--- src/rtl/calc_sequencer.sv ---
// ---------------------------------------------------------------------------
// calc_sequencer
//
// Runs one arithmetic operation for a keypad calculator. The number-entry
// block delivers two operands. A keypad operator key then starts an add,
// subtract, multiply or divide. Add and subtract finish in one cycle.
// Multiply (shift-add) and divide (restoring) each take 16 iterations, one
// per cycle. The result stays held until the next operation completes.
//
// Ports
//   clk            in   1   system clock, rising edge
//   rst            in   1   synchronous active-low reset
//   num_a, num_b   in  16   operands, captured on operands_valid
//   operands_valid in   1   one-cycle pulse qualifying num_a/num_b
//   entry_value    in  16   digits being typed, shown in IDLE/ARMED
//   key            in   4   keypad code
//   key_load       in   1   one-cycle pulse qualifying key
//   result         out 16   operation result
//   remainder      out 16   division remainder (0 for other operations)
//   busy           out  1   high while an operation is executing
//   done           out  1   one-cycle completion pulse
//   ovf            out  1   carry / borrow / product-overflow flag
//   err            out  1   divide-by-zero flag
//   disp_value     out 16   value routed to the display driver
// ---------------------------------------------------------------------------
module calc_sequencer #(
    parameter logic [3:0] K_ADD = 4'hD,
    parameter logic [3:0] K_SUB = 4'hE,
    parameter logic [3:0] K_MUL = 4'hF,
    parameter logic [3:0] K_DIV = 4'hA,
    parameter logic [3:0] K_DEL = 4'hC
) (
    input  logic        clk,
    input  logic        rst,
    input  logic [15:0] num_a,
    input  logic [15:0] num_b,
    input  logic        operands_valid,
    input  logic [15:0] entry_value,
    input  logic [3:0]  key,
    input  logic        key_load,
    output logic [15:0] result,
    output logic [15:0] remainder,
    output logic        busy,
    output logic        done,
    output logic        ovf,
    output logic        err,
    output logic [15:0] disp_value
);

    typedef enum logic [1:0] {
        S_IDLE  = 2'd0,
        S_ARMED = 2'd1,
        S_EXEC  = 2'd2,
        S_DONE  = 2'd3
    } state_t;

    typedef enum logic [1:0] {
        OP_ADD = 2'd0,
        OP_SUB = 2'd1,
        OP_MUL = 2'd2,
        OP_DIV = 2'd3
    } op_t;

    state_t      state_q, state_d;
    op_t         op_q, op_d;
    logic [15:0] a_q, a_d;
    logic [15:0] b_q, b_d;
    logic [4:0]  cnt_q, cnt_d;
    logic [31:0] acc_q, acc_d;
    logic [15:0] result_q, result_d;
    logic [15:0] rem_q, rem_d;
    logic        ovf_q, ovf_d;
    logic        err_q, err_d;
    logic        done_q, done_d;

    // Iteration datapath, shared by multiply and divide.
    // Multiply: acc = {partial product high, remaining multiplier bits}.
    // Divide:   acc = {partial remainder, remaining dividend / quotient bits}.
    logic [16:0] mul_sum;
    logic [31:0] mul_step;
    logic [16:0] div_trial;
    logic [15:0] div_diff;
    logic        div_take;
    logic [31:0] div_step;
    logic [16:0] add_sum;
    logic [4:0]  cnt_inc;
    logic        last_iter;

    always_comb begin
        mul_sum   = {1'b0, acc_q[31:16]} + (acc_q[0] ? {1'b0, a_q} : 17'd0);
        mul_step  = {mul_sum, acc_q[15:1]};

        // The trial value is below 2*B, so when it is at least B the
        // difference fits in 16 bits and only the low half is needed.
        div_trial = acc_q[31:15];
        div_take  = (div_trial >= {1'b0, b_q});
        div_diff  = div_trial[15:0] - b_q;
        div_step  = div_take ? {div_diff, acc_q[14:0], 1'b1}
                             : {div_trial[15:0], acc_q[14:0], 1'b0};

        add_sum   = {1'b0, a_q} + {1'b0, b_q};

        // The counter saturates at 16 and never wraps.
        cnt_inc   = (cnt_q >= 5'd16) ? 5'd16 : cnt_q + 5'd1;
        last_iter = (cnt_q == 5'd15);
    end

    always_comb begin
        state_d  = state_q;
        op_d     = op_q;
        a_d      = a_q;
        b_d      = b_q;
        cnt_d    = cnt_q;
        acc_d    = acc_q;
        result_d = result_q;
        rem_d    = rem_q;
        ovf_d    = ovf_q;
        err_d    = err_q;
        done_d   = 1'b0;

        case (state_q)
            S_IDLE: begin
                if (operands_valid) begin
                    a_d     = num_a;
                    b_d     = num_b;
                    state_d = S_ARMED;
                end
            end

            S_ARMED: begin
                if (key_load) begin
                    if (key == K_ADD || key == K_SUB ||
                        key == K_MUL || key == K_DIV) begin
                        if (key == K_ADD)      op_d = OP_ADD;
                        else if (key == K_SUB) op_d = OP_SUB;
                        else if (key == K_MUL) op_d = OP_MUL;
                        else                   op_d = OP_DIV;
                        cnt_d   = '0;
                        ovf_d   = 1'b0;
                        err_d   = 1'b0;
                        // Multiply iterates over B's bits; divide over A's.
                        acc_d   = (key == K_DIV) ? {16'h0000, a_q}
                                                 : {16'h0000, b_q};
                        state_d = S_EXEC;
                    end else if (key == K_DEL) begin
                        state_d = S_IDLE;
                    end
                end
            end

            S_EXEC: begin
                case (op_q)
                    OP_ADD: begin
                        result_d = add_sum[15:0];
                        rem_d    = '0;
                        ovf_d    = add_sum[16];
                        done_d   = 1'b1;
                        state_d  = S_DONE;
                    end
                    OP_SUB: begin
                        result_d = a_q - b_q;
                        rem_d    = '0;
                        ovf_d    = (a_q < b_q);
                        done_d   = 1'b1;
                        state_d  = S_DONE;
                    end
                    OP_MUL: begin
                        acc_d = mul_step;
                        cnt_d = cnt_inc;
                        if (last_iter) begin
                            result_d = mul_step[15:0];
                            rem_d    = '0;
                            ovf_d    = |mul_step[31:16];
                            done_d   = 1'b1;
                            state_d  = S_DONE;
                        end
                    end
                    OP_DIV: begin
                        if (b_q == 16'h0000) begin
                            result_d = '1;
                            rem_d    = a_q;
                            ovf_d    = 1'b0;
                            err_d    = 1'b1;
                            done_d   = 1'b1;
                            state_d  = S_DONE;
                        end else begin
                            acc_d = div_step;
                            cnt_d = cnt_inc;
                            if (last_iter) begin
                                result_d = div_step[15:0];
                                rem_d    = div_step[31:16];
                                ovf_d    = 1'b0;
                                done_d   = 1'b1;
                                state_d  = S_DONE;
                            end
                        end
                    end
                    default: state_d = S_IDLE;
                endcase
            end

            S_DONE: begin
                // A new operand pair takes precedence over a delete key.
                if (operands_valid) begin
                    a_d     = num_a;
                    b_d     = num_b;
                    state_d = S_ARMED;
                end else if (key_load && key == K_DEL) begin
                    state_d = S_IDLE;
                end
            end

            default: state_d = S_IDLE;
        endcase
    end

    always_ff @(posedge clk) begin
        if (!rst) begin
            state_q  <= S_IDLE;
            op_q     <= OP_ADD;
            a_q      <= '0;
            b_q      <= '0;
            cnt_q    <= '0;
            acc_q    <= '0;
            result_q <= '0;
            rem_q    <= '0;
            ovf_q    <= 1'b0;
            err_q    <= 1'b0;
            done_q   <= 1'b0;
        end else begin
            state_q  <= state_d;
            op_q     <= op_d;
            a_q      <= a_d;
            b_q      <= b_d;
            cnt_q    <= cnt_d;
            acc_q    <= acc_d;
            result_q <= result_d;
            rem_q    <= rem_d;
            ovf_q    <= ovf_d;
            err_q    <= err_d;
            done_q   <= done_d;
        end
    end

    always_comb begin
        result    = result_q;
        remainder = rem_q;
        ovf       = ovf_q;
        err       = err_q;
        done      = done_q;
        busy      = (state_q == S_EXEC);
        case (state_q)
            S_EXEC:  disp_value = a_q;
            S_DONE:  disp_value = result_q;
            default: disp_value = entry_value;
        endcase
    end

endmodule

--- config.mk ---
export PLATFORM = sky130hd
export DESIGN_NAME = calc_sequencer
export DESIGN_NICKNAME = d
export VERILOG_FILES = /design/src/rtl/calc_sequencer.sv
export SDC_FILE = /design/constraint.sdc
export NUM_CORES = 1
export LEC_CHECK = 0
export CAP_MARGIN = 40
export CELL_PAD_IN_SITES_DETAIL_PLACEMENT = 0
export CELL_PAD_IN_SITES_GLOBAL_PLACEMENT = 1
export CORE_UTILIZATION = 40
export DETAILED_ROUTE_END_ITERATION = 7
export DONT_BUFFER_PORTS = 1
export GPL_TIMING_DRIVEN = 0
export PLACE_DENSITY_LB_ADDON = 0.05
export REMOVE_ABC_BUFFERS = 1
export SYNTH_ARGS = -nofsm -noshare
export SYNTH_HDL_FRONTEND = slang
export SYNTH_SLANG_ARGS = --single-unit
--- constraint.sdc ---
create_clock -name clk -period 3.9 [get_ports clk]
set_clock_uncertainty 0.2 [all_clocks]
set_input_delay 0.78 -clock clk [delete_from_list [all_inputs] [get_ports clk]]
set_output_delay 0.78 -clock clk [all_outputs]
set_load 0.1 [all_outputs]
==> results.txt, run 1 <==
Row generation in the floorplan step produced 53 rows. The data required time at the worst endpoint is 3.94 ns. The synthesized-area fraction occupied by ao, oa, aoi and oai cells came out at 29.7%. The number of instances in the synthesized netlist is 1,166. Setup violations remaining at the end of the flow were counted as 0. The count of buffers added on input and output ports is 0. The power share of the clock group came out at 14.0%. The portion of total power attributed to sequential cells came out at a little under a quarter. CTS placed an instance of sky130_fd_sc_hd__clkbuf_16 at the clock tree root. The number of pins exceeding their max-slew limit in the final report came out at 0. The leakage power total is ~3.8 nW.

The count of max-cap constraint violations came out at 0. The number of routed nets with antenna violations came out at 0. The net switching power of the design is 3.60 mW. The number of enable-type register cells in the synthesized netlist is 0.

The number of global-route vias before repair is 7,770. The die outline height came out at 148 um. The worst hold path begins at cnt_q[3]$_SDFFE_PN0P_.

The effective utilization at floorplan came out at 40.8%. In this run the critical register-to-register path is launched from b_q[11]$_SDFFE_PN0P_. Relative to the synthesized area, the layout overhead comes to 16.4%. The flop-to-flop setup slack is about 0.18 ns. The total standard cell area after synthesis is 8570 um^2. The top cell type's share of synthesized area came out at 25.2%. In the synthesized netlist the dominant register cell turns out to be sky130_fd_sc_hd__dfxtp_1. The share of final-layout standard cells stronger than drive strength 1 is 9.95%. The wire-length estimate of the detail-placed layout is roughly 22 mm. The sequential cell area came out at 2170 um^2. The number of antenna repair diodes is 0.

The worst path uses 95.3% of the clock period. The flow ran to the end, and the final reports show no timing, DRC or antenna violations. The number of primary I/O pins is 108.

The pre-CTS worst setup slack is -0.0149 ns. The residual DRC count is 0. The cts-stage hold buffer count came out at 0. Of the synthesized area, sequential elements account for around 25%. The setup TNS is 0 ns. Of all nets on the critical path, the largest fanout is 13. Hold is met by about 0.30 ns. Summing all non-filler instances in the final layout gives an area of 9970 um^2. The first-pass detailed-route iteration total came out at 5.

The XOR/XNOR share of the synthesized area came out at roughly 4.4%. STA classifies the critical path endpoint as a flip-flop. Setup repair after global routing left no endpoint under its margin.

Setup slack closes at 0.183 ns. In the global route stage, overall resource usage came out at 27.3%. The maximum resistive drop on vdd is approximately 0.33 mV. The total number of clock tree sinks is 108. The number of buffers inserted during clock tree synthesis came out at 9. The post-synthesis sequential element count came out at 108. The number of library cell types mapped by synthesis came out at 75. The area enclosed by the die boundary is 22,000 um^2. In this run the cell area measured after placement is about 9700 um^2. The total overflow left after global routing is 0. STA classifies the critical path startpoint as a flip-flop. The endpoint arrival time on the critical path came out at approximately 3.8 ns. The arithmetic-cell share of the synthesized area counting full adders, half adders and majority gates is 11.4%. The initial DRC count came out at 584.

A synthesized cell averages about 7.3 um^2. The width of the die came out at 148 um. The worst relative slew slack came out at 40.2%. The post-synthesis async set-or-reset flop share came out at 0%. For the finished layout, the period the worst path requires is 3.72 ns. The number of hold violations in the final report came to 0.

TritonCTS built the clock tree. The combinational power share came out at between 60% and 70%. The largest total area in the synthesized netlist belongs to sky130_fd_sc_hd__dfxtp_1. Multiplexer cells account for ~1.6% of the synthesized area.

The H-tree depth came out at 3. The synthesized netlist devotes between 20% and 30% of its cell area to simple gates. The detailed router placed 8,446 vias in this run. The internal power is 3.19 mW. The fmax came out at 269 MHz.

The slew at the pin closest to its max-slew limit is 0.897 ns. In this run the critical register-to-register path is captured at ovf$_SDFFE_PN0P_. The first-pass GRT wire length came out at 45.6 mm. The largest net degree at the start of global routing is 49. The final routed wirelength across all metal layers came out at 29.5 mm. The class of the most critical setup path is flip-flop to flip-flop. The insertion delay of the later-clocked pin in the worst-skew pair is approximately 0.37 ns. After clock tree synthesis, the clock-pin slew on the worst setup and hold paths is 0.08 ns. In the final routed layout, each cell accounts on average for 20.3 um. After synthesis, the largest family of logic cells by area is compound AO/OA/AOI/OAI gates. The count of synthesis-stage warnings from yosys is 0. The depth of the worst hold-timing path came out at 2. After the last flow step, the layout net total stands at 1,303.

The number of cells on the worst reg-to-reg path is 10. For hold timing, the worst endpoint is cnt_q[3]$_SDFFE_PN0P_. The global placer's final weighted congestion is a little under 0.9.

The via density per instance is 5.82. The classification of the worst-slack hold path is flip-flop to flip-flop. The number of antenna violations at the first check in global routing is 0. The final-layout fill cell count is 2,122. By area the synthesized netlist is led by sky130_fd_sc_hd__dfxtp_1 (25%), sky130_fd_sc_hd__ha_1 (11%), sky130_fd_sc_hd__nand2_1 (7.9%), sky130_fd_sc_hd__a21oi_1 (6.6%), sky130_fd_sc_hd__nor2_1 (4.6%). The worst-case clock buffer depth came out at 2. The switching part of the total came out at 53.0%. The multi-input combinational cell area is 5960 um^2. The power density over the cells is between 600 and 700 nW/um^2. After floorplanning, the core was sized to cover 21,000 um^2.
cells by family after synthesis:
kind of cell,after synthesis
and+or+nand+nor,417
buffers and inverters,122
muxes,12
DFF,108
AOI/OAI and AO/OA,388
adders and majority gates,76
xor gates and xnor gates,43
cells in the final DEF, fill, tap and decap left out, types with 19 or more instances in the layout:
cell	instances
sky130_fd_sc_hd__nand2_1	180
sky130_fd_sc_hd__a21oi_1	113
sky130_fd_sc_hd__dfxtp_1	105
sky130_fd_sc_hd__nor2_1	104
sky130_fd_sc_hd__o21ai_0	77
sky130_fd_sc_hd__ha_1	71
sky130_fd_sc_hd__buf_8	54
sky130_fd_sc_hd__inv_1	48
sky130_fd_sc_hd__xnor2_1	33
sky130_fd_sc_hd__a22oi_1	32
sky130_fd_sc_hd__a211oi_1	31
sky130_fd_sc_hd__nand3_1	22
sky130_fd_sc_hd__and2_1	19
worst max-delay path, cell delays in order, from the launching register on:
cell,delay (ns)
sky130_fd_sc_hd__dfxtp_1,0.38
sky130_fd_sc_hd__nor4_1,0.61
sky130_fd_sc_hd__and4_1,0.50
sky130_fd_sc_hd__buf_8,0.22
sky130_fd_sc_hd__a211oi_4,0.13
sky130_fd_sc_hd__a21oi_1,0.32
sky130_fd_sc_hd__nor2_1,0.18
sky130_fd_sc_hd__nor4_1,0.37
sky130_fd_sc_hd__nand4_1,0.17
sky130_fd_sc_hd__nor4b_2,0.34
sky130_fd_sc_hd__a41oi_1,0.16
layout make-up:
type                            count  area share (%)
Multi-Input combinational cell    937            59.7
Sequential cell                   108            21.7
Timing Repair Buffer               66            10.3
Clock inverter                      7           0.715
Inverter                           49            1.84
Tap cell                          275            3.45
Clock buffer                        9            2.26
how the worst max path moves through the flow:
stage / from / to / slack (ns)
6_report: b_q[11]$_SDFFE_PN0P_ / ovf$_SDFFE_PN0P_ / 0.18
5_1_grt: b_q[11]$_SDFFE_PN0P_ / remainder[1]$_SDFFE_PN0P_ / 0.02
2_1_floorplan: state_q[0]$_SDFFE_PN0P_ / disp_value[0] / -0.59
4_1_cts: b_q[11]$_SDFFE_PN0P_ / acc_q[16]$_SDFFE_PN0P_ / 0.05
3_3_place_gp: state_q[0]$_SDFFE_PN0P_ / acc_q[29]$_SDFFE_PN0P_ / -2.67
3_5_place_dp: b_q[11]$_SDFFE_PN0P_ / remainder[10]$_SDFFE_PN0P_ / -0.01
power by group through the flow:
stage                     clock network (mW)  logic (mW)  registers, mW
final                                  0.952        4.23           1.61
after global routing                    1.03        4.57           1.63
after CTS                              0.979        4.22           1.61
after detailed placement                   0        4.19           1.63
after global placement                     0        3.33           1.97
after floorplan                            0        2.61           1.81
registers in the layout (all words and copies together) (netlist names):
signal     count
err            1
ovf            1
remainder     16
state_q        2
cnt_q          5
op_q           2
b_q           16
a_q           16
result        16
acc_q         32
done           1
what timing repair did:
item | in CTS | in global routing
setup buffers | 0 | 0
pin swaps | 1 | 0
gates cloned | 1 | 0
setup endpoints to repair | 2 | 31
resized for setup | 1 | 3
endpoints found under the hold margin | 0 | 0
per-stage QoR:
step	utilization, %	power (mW)	instances
after floorplan	-	4.42	1093
after global placement	40.9	5.29	1368
after detailed placement	46.0	5.82	1434
after CTS	47.4	6.80	1451
after global routing	47.4	7.23	1451
final	47.4	6.79	1451
per-layer routing:
metal	vias up	wire length, um	GRT usage (%)
li1	4207	-	-
met2	255	13000	43.5
met4	0	489	6.34
met1	3952	14400	38.8
met3	32	1500	3.62
met5	-	0	0
synthesized netlist by cell type, types with 13 or more instances:
cell                       instances
sky130_fd_sc_hd__ha_1             72
sky130_fd_sc_hd__nor4_1           14
sky130_fd_sc_hd__clkbuf_1         59
sky130_fd_sc_hd__nand2_1         181
sky130_fd_sc_hd__o21ai_0          77
sky130_fd_sc_hd__dfxtp_1         108
sky130_fd_sc_hd__nand3_1          22
sky130_fd_sc_hd__a211oi_1         31
sky130_fd_sc_hd__nor3_1           18
sky130_fd_sc_hd__a311oi_1         16
sky130_fd_sc_hd__nand2b_1         13
sky130_fd_sc_hd__nor2_1          105
sky130_fd_sc_hd__and2_1           19
sky130_fd_sc_hd__o211ai_1         17
sky130_fd_sc_hd__xnor2_1          33
sky130_fd_sc_hd__a22oi_1          32
sky130_fd_sc_hd__a21oi_1         113
sky130_fd_sc_hd__inv_1            48
Power figures use the tool's default switching activity.
==> inputs of run 2 (changes only) <==
==> constraint.sdc (replaced) <==
create_clock -name clk -period 3.7 [get_ports clk]
set_clock_uncertainty 0.2 [all_clocks]
set_input_delay 0.74 -clock clk [delete_from_list [all_inputs] [get_ports clk]]
set_output_delay 0.74 -clock clk [all_outputs]
set_load 0.1 [all_outputs]
==> results.txt, run 2 (same netlist as run 1, synthesis figures left out) <==
The flow ran to the end, and the final reports show no timing, DRC or antenna violations. The startpoint of the most critical register-to-register path is b_q[0]$_SDFFE_PN0P_. The first-pass detailed-route iteration total is 5 (unchanged). The leakage power total came out at 3.86 nW (+0.63%).

The cts-stage hold buffer count is 0 (unchanged). The number of pins exceeding their max-slew limit in the final report was 0 (unchanged). In this run the most critical hold path is launched from num_a[0]. The post-route minimum period was 3.66 ns (-0.0580 ns).

The effective utilization at floorplan came out at 40.8% (unchanged). The initial DRC count is 561 (-3.9%). The ratio of final minimum period to clock period is 98.9% (+3.6 points). The library cell used most frequently in the layout, excluding fill and tap cells, is sky130_fd_sc_hd__nand2_1. The cell area after placement is 9660 um^2 (unchanged). The via density per instance came out at 5.81 (-0.13%). The startpoint type of the worst setup path is a flip-flop. The number of hold violations in the final report is 0 (unchanged).

The worst setup path is captured at a flip-flop. Setup repair after global routing left no endpoint under its margin. The final-report setup violation count was 0 (unchanged). The number of buffers inserted during clock tree synthesis is 9 (unchanged). The endpoint arrival time on the critical path came out at 3.70 ns (-0.05 ns). The H-tree depth is 3 (unchanged).

The die outline height came to 148 um (unchanged). The residual DRC count came to 0 (unchanged). The data required time at the worst endpoint came out at 3.74 ns (-0.20 ns). The post-layout net count is 1,307 (+0.31%). The port buffer count came out at 0 (unchanged). The power density over the cells is 716 nW/um^2 (+5.3%). The global placer's final weighted congestion came out at 0.880 (unchanged). The maximum resistive drop on vdd came to 0.345 mV (+5.1%).

The row count came to 53 (unchanged). The number of primary I/O pins was 108 (unchanged). More flip-flops sit in one register than any other, and that register is acc_q.

CTS placed an instance of sky130_fd_sc_hd__clkbuf_16 at the clock tree root. The number of routed nets with antenna violations is 0 (unchanged). The count of max-cap constraint violations came out at 0 (unchanged). The total power consumption of the routed design is 7.18 mW (+5.8%). The number of flip-flops under the largest register name was 32 (unchanged). The path class of the tightest hold or removal check is input pin to flip-flop. The number of global-route vias before repair was 7,769 (-0.013%). The leftover overflow at the end of global routing came out at 0 (unchanged). The routed wirelength normalized by instance count came out at 20.3 um (-0.20%). The insertion delay of the later-clocked pin in the worst-skew pair is 0.37 ns (about the same).

The first-pass GRT wire length came out at 45.6 mm (about the same). The critical path is of the flip-flop to flip-flop type. The total number of clock tree sinks came out at 108 (unchanged). The sequential cell area is 2170 um^2 (+0.17%). The clock-pin slew on the worst setup and hold paths was 0.08 ns (about the same). In the layout the commonest cells are sky130_fd_sc_hd__nand2_1 (180), sky130_fd_sc_hd__a21oi_1 (112), sky130_fd_sc_hd__nor2_1 (104), sky130_fd_sc_hd__dfxtp_1 (104), sky130_fd_sc_hd__o21ai_0 (77).

The multi-input combinational cell area came to 5970 um^2 (+0.29%). The width of the die was 148 um (unchanged). TritonCTS built the clock tree. The critical-path maximum fanout came out at 13 (unchanged).

The total global routing track utilization is 27.3% (about the same). The summed area of non-filler cells in the final layout came out at 10,000 um^2 (+0.51%). The area enclosed by the die boundary is 22,000 um^2 (unchanged). The setup TNS is 0 ns (unchanged).

The final core area utilization came out at 47.7% (+0.24 points). The final routed wirelength across all metal layers came to 29.5 mm (about the same). The fmax is 273 MHz (+1.6%). The post-DP HPWL is 21.8 mm (unchanged). The final-layout fill cell count came out at 2,114 (-0.38%). The slew at the pin closest to its max-slew limit came out at 0.884 ns (-0.0123 ns). The number of antenna violations at the first check in global routing came out at 0 (unchanged). The worst relative slew slack is 41.0% (+0.82 points). The share of final-layout standard cells stronger than drive strength 1 came out at 10.7% (+0.73 points). The synthesis-to-layout area growth came out at 17.0%. The number of antenna repair diodes came out at 0 (unchanged).

The largest net degree at the start of global routing came to 49 (unchanged). The most critical setup path has its startpoint at b_q[0]$_SDFFE_PN0P_. The total number of vias is 8,458 (+0.14%). The core outline area came to 21,000 um^2 (unchanged). The worst-case clock buffer depth came out at 2 (unchanged).
## run 2: cell types whose count changed in the layout (fill, tap and decap cells not counted)
cell                      change
sky130_fd_sc_hd__nor4_1       -2
sky130_fd_sc_hd__dfxtp_1      -1
sky130_fd_sc_hd__dfxtp_4      +1
sky130_fd_sc_hd__a21oi_1      -1
sky130_fd_sc_hd__and2_2       +1
sky130_fd_sc_hd__nor4_2       +2
sky130_fd_sc_hd__and2_1       -1
sky130_fd_sc_hd__buf_4        +4
sky130_fd_sc_hd__a21oi_2      +1
## run 2: layout make-up
type	instances	share of cell area, %
clock buffers	9	2.25
multi-input cells	937	59.6
clock inverters	7	0.712
flip-flops and latches	108	21.7
repair buffers	70	10.5
inverters	49	1.83
well taps	275	3.43
## run 2: power breakdown
part / total [mW] / internal (mW) / switching, mW
combinational: 4.48 / 1.56 / 2.92
clock: 1.00 / 0.476 / 0.529
sequential: 1.70 / 1.35 / 0.347
## run 2: routing by layer
layer	vias up	share of wire, %	global-route usage (%)	wire length, um
met3	31	4.8	3.90	1430
li1	4217	-	-	-
met4	0	1.5	6.34	451
met1	3975	49	38.7	14400
met5	-	0	0	0
met2	235	45	43.4	13200
## run 2: timing repair
action / CTS / global route
endpoints found under the setup margin: 31 / 22
cloned: 1 / 0
buffers inserted: 0 / 4
gates resized for setup: 4 / 6
pin swaps: 1 / 1
## run 2: worst paths after layout
| path | endpoint | slack (ns) | depth (start not counted) |
|---|---|---|---|
| max | ovf$_SDFFE_PN0P_ | 0.04 | 10 |
| min | a_q[0]$_SDFFE_PN0P_ | 0.29 | 2 |
| max reg2reg | ovf$_SDFFE_PN0P_ | 0.04 | 10 |
| min reg2reg | cnt_q[3]$_SDFFE_PN0P_ | 0.29 | 2 |
## run 2: metrics by stage
stage	std cells	worst slack, ns	hold WS (ns)
2_1_floorplan	1093	-0.749	0.254
3_3_place_gp	1368	-2.87	0.272
3_5_place_dp	1434	-0.215	0.287
4_1_cts	1451	0.0354	0.286
5_1_grt	1455	0.00494	0.274
6_report	1455	0.0411	0.291
## run 2: worst max-delay path: stages (launching register included)
cell and delay [ns]:
sky130_fd_sc_hd__dfxtp_1 0.40, sky130_fd_sc_hd__nor4_1 0.52, sky130_fd_sc_hd__and4_1 0.49, sky130_fd_sc_hd__buf_8 0.22, sky130_fd_sc_hd__a211oi_4 0.13, sky130_fd_sc_hd__a21oi_1 0.32, sky130_fd_sc_hd__nor2_1 0.17, sky130_fd_sc_hd__nor4_1 0.39
sky130_fd_sc_hd__nand4_1 0.18, sky130_fd_sc_hd__nor4b_2 0.34, sky130_fd_sc_hd__a41oi_1 0.16
